**src/rtl/btb_2way_sat_if.sv**
```systemverilog
// Lookup / update / flush bundle between the fetch and execute stages and the BTB.
interface btb_2way_sat_if #(parameter int PC_WIDTH = 32);
  logic                lk_hit;
  logic                lk_taken;
  logic [PC_WIDTH-1:0] lk_pc;
  logic [PC_WIDTH-1:0] lk_target;
  logic                upd_en;
  logic                upd_taken;
  logic [PC_WIDTH-1:0] upd_pc;
  logic [PC_WIDTH-1:0] upd_target;
  logic                flush;

  modport master (output lk_pc, upd_en, upd_pc, upd_taken, upd_target, flush,
                  input  lk_hit, lk_taken, lk_target);
  modport slave  (input  lk_pc, upd_en, upd_pc, upd_taken, upd_target, flush,
                  output lk_hit, lk_taken, lk_target);
endinterface

```
**src/rtl/btb_2way_sat.sv**
```systemverilog
// 2-way set-associative BTB with 2-bit saturating direction counters and per-set LRU.
// Lookup is combinational on pre-edge state; one resolved-branch update per cycle.
module btb_2way_sat #(
  parameter int PC_WIDTH = 32,
  parameter int IDX_W    = 4
) (
  input logic           clk,
  input logic           rst_n,
  btb_2way_sat_if.slave bus
);
  localparam int SETS  = 1 << IDX_W;
  localparam int TAG_W = PC_WIDTH - IDX_W - 2;

  logic                vld_q [2][SETS];
  logic [TAG_W-1:0]    tag_q [2][SETS];
  logic [PC_WIDTH-1:0] tgt_q [2][SETS];
  logic [1:0]          ctr_q [2][SETS];
  logic [SETS-1:0]     lru_q;   // way to evict next in each set

  logic [IDX_W-1:0] lk_idx, u_idx;
  logic [TAG_W-1:0] lk_tag, u_tag;
  logic [1:0]       lk_hw, u_hw;
  logic             u_hit, u_way, a_way;
  logic [1:0]       u_ctr, u_ctr_nxt;
  logic             unused_ok;

  assign lk_idx    = bus.lk_pc[IDX_W+1:2];
  assign lk_tag    = bus.lk_pc[PC_WIDTH-1:IDX_W+2];
  assign u_idx     = bus.upd_pc[IDX_W+1:2];
  assign u_tag     = bus.upd_pc[PC_WIDTH-1:IDX_W+2];
  assign unused_ok = ^{bus.lk_pc[1:0], bus.upd_pc[1:0]};

  for (genvar w = 0; w < 2; w++) begin : g_way
    assign lk_hw[w] = vld_q[w][lk_idx] && (tag_q[w][lk_idx] == lk_tag);
    assign u_hw[w]  = vld_q[w][u_idx]  && (tag_q[w][u_idx]  == u_tag);
  end

  // Lookup: way0 takes priority should both ways ever match
  always_comb begin
    bus.lk_hit    = 1'b0;
    bus.lk_taken  = 1'b0;
    bus.lk_target = '0;
    if (lk_hw[0]) begin
      bus.lk_hit    = 1'b1;
      bus.lk_taken  = ctr_q[0][lk_idx][1];
      bus.lk_target = tgt_q[0][lk_idx];
    end else if (lk_hw[1]) begin
      bus.lk_hit    = 1'b1;
      bus.lk_taken  = ctr_q[1][lk_idx][1];
      bus.lk_target = tgt_q[1][lk_idx];
    end
  end

  // Update side: hit way, saturating counter step, allocation victim
  always_comb begin
    u_hit     = |u_hw;
    u_way     = ~u_hw[0];
    u_ctr     = ctr_q[u_way][u_idx];
    u_ctr_nxt = u_ctr;
    if (bus.upd_taken) begin
      if (u_ctr != 2'b11) u_ctr_nxt = u_ctr + 2'd1;
    end else begin
      if (u_ctr != 2'b00) u_ctr_nxt = u_ctr - 2'd1;
    end
    if (!vld_q[0][u_idx])      a_way = 1'b0;
    else if (!vld_q[1][u_idx]) a_way = 1'b1;
    else                       a_way = lru_q[u_idx];
  end

  always_ff @(posedge clk or negedge rst_n) begin
    if (!rst_n) begin
      for (int w = 0; w < 2; w++)
        for (int s = 0; s < SETS; s++) begin
          vld_q[w][s] <= 1'b0;
          tag_q[w][s] <= '0;
          tgt_q[w][s] <= '0;
          ctr_q[w][s] <= 2'b01;
        end
      lru_q <= '0;
    end else if (bus.flush) begin
      for (int w = 0; w < 2; w++)
        for (int s = 0; s < SETS; s++) begin
          vld_q[w][s] <= 1'b0;
          tag_q[w][s] <= '0;
          tgt_q[w][s] <= '0;
          ctr_q[w][s] <= 2'b01;
        end
      lru_q <= '0;
    end else if (bus.upd_en) begin
      if (u_hit) begin
        ctr_q[u_way][u_idx] <= u_ctr_nxt;
        if (bus.upd_taken) tgt_q[u_way][u_idx] <= bus.upd_target;
        lru_q[u_idx] <= ~u_way;
      end else if (bus.upd_taken) begin
        vld_q[a_way][u_idx] <= 1'b1;
        tag_q[a_way][u_idx] <= u_tag;
        tgt_q[a_way][u_idx] <= bus.upd_target;
        ctr_q[a_way][u_idx] <= 2'b10;
        lru_q[u_idx]        <= ~a_way;
      end
    end
  end
endmodule
```
**src/flat_wrapper.sv**
```systemverilog
// flat-port wrapper written by rule: the top's interface ports become plain ports
module btb_2way_sat_flat 
#(
  parameter int PC_WIDTH = 32,
  parameter int IDX_W    = 4
)
  (clk, rst_n, bus_lk_pc, bus_upd_en, bus_upd_pc, bus_upd_taken, bus_upd_target, bus_flush, bus_lk_hit, bus_lk_taken, bus_lk_target);
  btb_2way_sat_if #(.PC_WIDTH(PC_WIDTH)) bus_i ();
  input logic clk;
  input logic rst_n;
  input wire logic [$bits(bus_i.lk_pc)-1:0] bus_lk_pc;
  input wire logic [$bits(bus_i.upd_en)-1:0] bus_upd_en;
  input wire logic [$bits(bus_i.upd_pc)-1:0] bus_upd_pc;
  input wire logic [$bits(bus_i.upd_taken)-1:0] bus_upd_taken;
  input wire logic [$bits(bus_i.upd_target)-1:0] bus_upd_target;
  input wire logic [$bits(bus_i.flush)-1:0] bus_flush;
  output wire logic [$bits(bus_i.lk_hit)-1:0] bus_lk_hit;
  output wire logic [$bits(bus_i.lk_taken)-1:0] bus_lk_taken;
  output wire logic [$bits(bus_i.lk_target)-1:0] bus_lk_target;
  assign bus_i.lk_pc = bus_lk_pc;
  assign bus_i.upd_en = bus_upd_en;
  assign bus_i.upd_pc = bus_upd_pc;
  assign bus_i.upd_taken = bus_upd_taken;
  assign bus_i.upd_target = bus_upd_target;
  assign bus_i.flush = bus_flush;
  assign bus_lk_hit = bus_i.lk_hit;
  assign bus_lk_taken = bus_i.lk_taken;
  assign bus_lk_target = bus_i.lk_target;
  btb_2way_sat #(.PC_WIDTH(PC_WIDTH), .IDX_W(IDX_W)) u_core (.clk(clk), .rst_n(rst_n), .bus(bus_i));
endmodule
```
**config.mk**
```make
export PLATFORM = sky130hd
export DESIGN_NAME = btb_2way_sat_flat
export DESIGN_NICKNAME = d
export VERILOG_FILES = /design/src/rtl/btb_2way_sat_if.sv /design/src/rtl/btb_2way_sat.sv /design/src/flat_wrapper.sv
export SDC_FILE = /design/constraint.sdc
export NUM_CORES = 2
export LEC_CHECK = 0
export CAP_MARGIN = 20
export CORE_MARGIN = 10
export CORE_UTILIZATION = 57
export DETAILED_ROUTE_END_ITERATION = 12
export PLACE_DENSITY = 0.76
export SETUP_SLACK_MARGIN = 0.05
export SLEW_MARGIN = 10
export SYNTH_ARGS = -nofsm -noshare
export SYNTH_HDL_FRONTEND = slang
export SYNTH_SLANG_ARGS = --single-unit
```
**constraint.sdc**
```tcl
create_clock -name clk -period 6.23 [get_ports clk]
set_clock_uncertainty 0.2 [all_clocks]
set_input_delay 1.246 -clock clk [delete_from_list [all_inputs] [get_ports clk]]
set_output_delay 1.246 -clock clk [all_outputs]
set_load 0.01 [all_outputs]
```
==> metrics.cfg <==
[status]
outcome=finished with violations
violations=setup timing

[logic_synthesis]
syn_area_um2=103000
synth_area_leaders=dfrtp_1, mux4_2, nand2_1
synth.avg_cell_area_um2=10.97
synth_cell_types=90
ys_warn_count=0
synth_top_area_share_pct=47.01
synthFlopType=dfrtp_1
synth_fp_nets=9498
synth_top_area_cell=dfrtp_1
syn_inst=9397
ys_ff_latch=1968
synth_edf_count=0
synthArstFlopShare_pct=100.0
seq_area_frac_synth_pct=47.83

[sta]
max_freq_ghz=0.1532
worst_slew_pin_slew_ns=1.373
fin_crit_sh_pct=104.8
hold_violations=0
finalSetupViolCount=34
fin_crit_ns=6.528
layout_setup_ws_ns=-0.2978
setup-tns-final_ns=-8.008
whs_ns=0.1517
slew_viol_final=0
rsz0062_at_grt=yes
slew_headroom_pct=8.488

[floorplan]
dieHeight_um=445.2
die_area_um2=198200
coreArea_um2=179200
initial_core_util_pct=57.50
ios=135
row_count=155
fp.dieW_um=445.2

[routing]
wl_per_cell_um=31.12
drt_iter0_markers=13811
ant_nets=0
vias=86183
routed_via_density=7.060
firstDrtPassIters=9
drc_errors=0
wl_um=379800

[layout]
layout_common_cells=nand2_1, dfrtp_1, a21oi_1, mux4_2, nor2_1
fill_cells=12318
regArea_um2=49290
areaGrowthSynthToFinish_pct=17.73
final_util_pct=67.70
multiInputGateArea_um2=50330
final_cell_count_no_fill=12207
nNetsFinal=9772
drive_gt1_share_pct=23.56
final_common_cell=nand2_1

[placed_design]
dp_hpwl_um=240600
io_buffer_count=130
gp_congestion=1.045
pre_cts_ws_ns=-1.509
dp_cells=11769

[clocking]
clkTransAtPathRegs_ns=0.06
cts_hold_buf=0
clock-root-buffer=clkbuf_16
tritoncts=done
htreeDepth=4
clockBufferDepth=3
clock_latency_ns=0.90
cts_sinks=1968
cts_made_buffers=203

[setup_path]
crit_path_max_fanout=7
start_kind=input pin
ff2ff_setup_slack_ns=1.27
r2r_start=u_core.tag_q[58]
rr_endpoint=u_core.tgt_q[49]
r2r_cells=14
end_kind=output pin
cp_data_arrival_time_ns=5.08
required_ns=4.78
path_class=input pin to output pin

[job]
cap_violations=0

[global_route]
grt_max_degree=248
grt_pass1_vias=87052
grt_pass1_wl_um=562600
grt-ovfl-total=0
antenna_found_initial=10
grt.total_usage_pct=37.61

[power_and_ir_drop]
peakVddDrop_mv=0.2894
leakage_nw=49.65
powerDensity_nw_per_um2=234.5

[hold_path]
holdCritPathClass=input pin to asynchronous set/reset pin

## worst max-delay path, cell delays in order
cell	delay (ns)
buf_16	0.16
buf_12	0.16
buf_12	0.12
mux4_2	0.50
mux4_2	0.56
xnor2_1	0.28
nand4_1	0.30
or4_4	0.63
nor4_4	0.17
buf_6	0.18
buf_12	0.17
buf_8	0.14
nand2_2	0.07
o21ai_4	0.12
buf_6	0.14
buf_4	0.11
## where the power goes
part,internal (W),switching (W)
clock network,0.00749,0.00549
logic,0.000802,0.00175
registers,0.0129,0.0000613
## through the flow
| step | instance area (um2) | power (W) |
|---|---|---|
| CTS | 121100 | 0.02834 |
| finish | 121300 | 0.02844 |
| global route | 121300 | 0.02906 |
| detailed placement | 113000 | 0.01556 |
| global placement | 113000 | 0.01552 |
| floorplan | 103100 | 0.01437 |
## registers in the layout (all words and copies together) (netlist names)
signal,count
u_core.lru_q,16
u_core.vld_q,32
u_core.tag_q,832
u_core.ctr_q,64
u_core.tgt_q,1024
## cells in the mapped netlist (all sizes together) (37+ instances only)
master,number
a21oi,956
a22o,89
a22oi,58
buf,399
clkbuf,513
dfrtp,1936
mux2i,636
mux4,825
nand2,2283
nand2b,37
nand3,87
nor2,699
nor3,63
o21ai,129
o31ai,292
xnor2,63
## how the worst max path moves through the flow
stage | from | end | slack, ns | cells past startpoint
2_1_floorplan | bus_lk_pc[2] | bus_lk_target[22] | 0.07 | 14
3_3_place_gp | bus_lk_pc[2] | bus_lk_target[7] | -1.54 | 15
3_5_place_dp | bus_lk_pc[2] | bus_lk_target[7] | -1.51 | 15
4_1_cts | bus_lk_pc[2] | bus_lk_target[0] | -0.08 | 18
5_1_grt | bus_lk_pc[2] | bus_lk_target[1] | -0.29 | 15
6_report | bus_lk_pc[2] | bus_lk_target[8] | -0.30 | 16
## routing by layer
layer | vias up | GRT usage, % | routed length, um
met5 | - | 0 | 67
met4 | 10 | 27.66 | 35290
met3 | 2108 | 12.92 | 54280
met2 | 7418 | 55.31 | 165800
met1 | 42637 | 46.18 | 124400
li1 | 34010 | - | -
## cell families after synthesis
group | synth area share, %
AND/OR/NAND/NOR | 12.98
XOR/XNOR | 0.8160
buffers and inverters | 4.211
multiplexers | 24.31
AO/OA/AOI/OAI | 9.833
adder cells (fa/ha/maj) | 0.02064
flip-flops | 47.83
## layout make-up
cell class                 instances  share of cell area (%)
inverter                          22                 0.06807
antenna                            3                0.006188
timing repair buffer             981                   9.565
tap                             2355                   2.429
clock buffer                     287                   4.795
multi-input combinational       6495                   41.49
clock inverter                    96                   1.018
sequential                      1968                   40.63
## timing repair
item	in CTS	in global routing
gates resized for setup	326	32
cloned	8	0
pin swaps	34	17
buffers inserted	36	11
endpoints found under the setup margin	34	34
(Power assumes the default switching activity.)
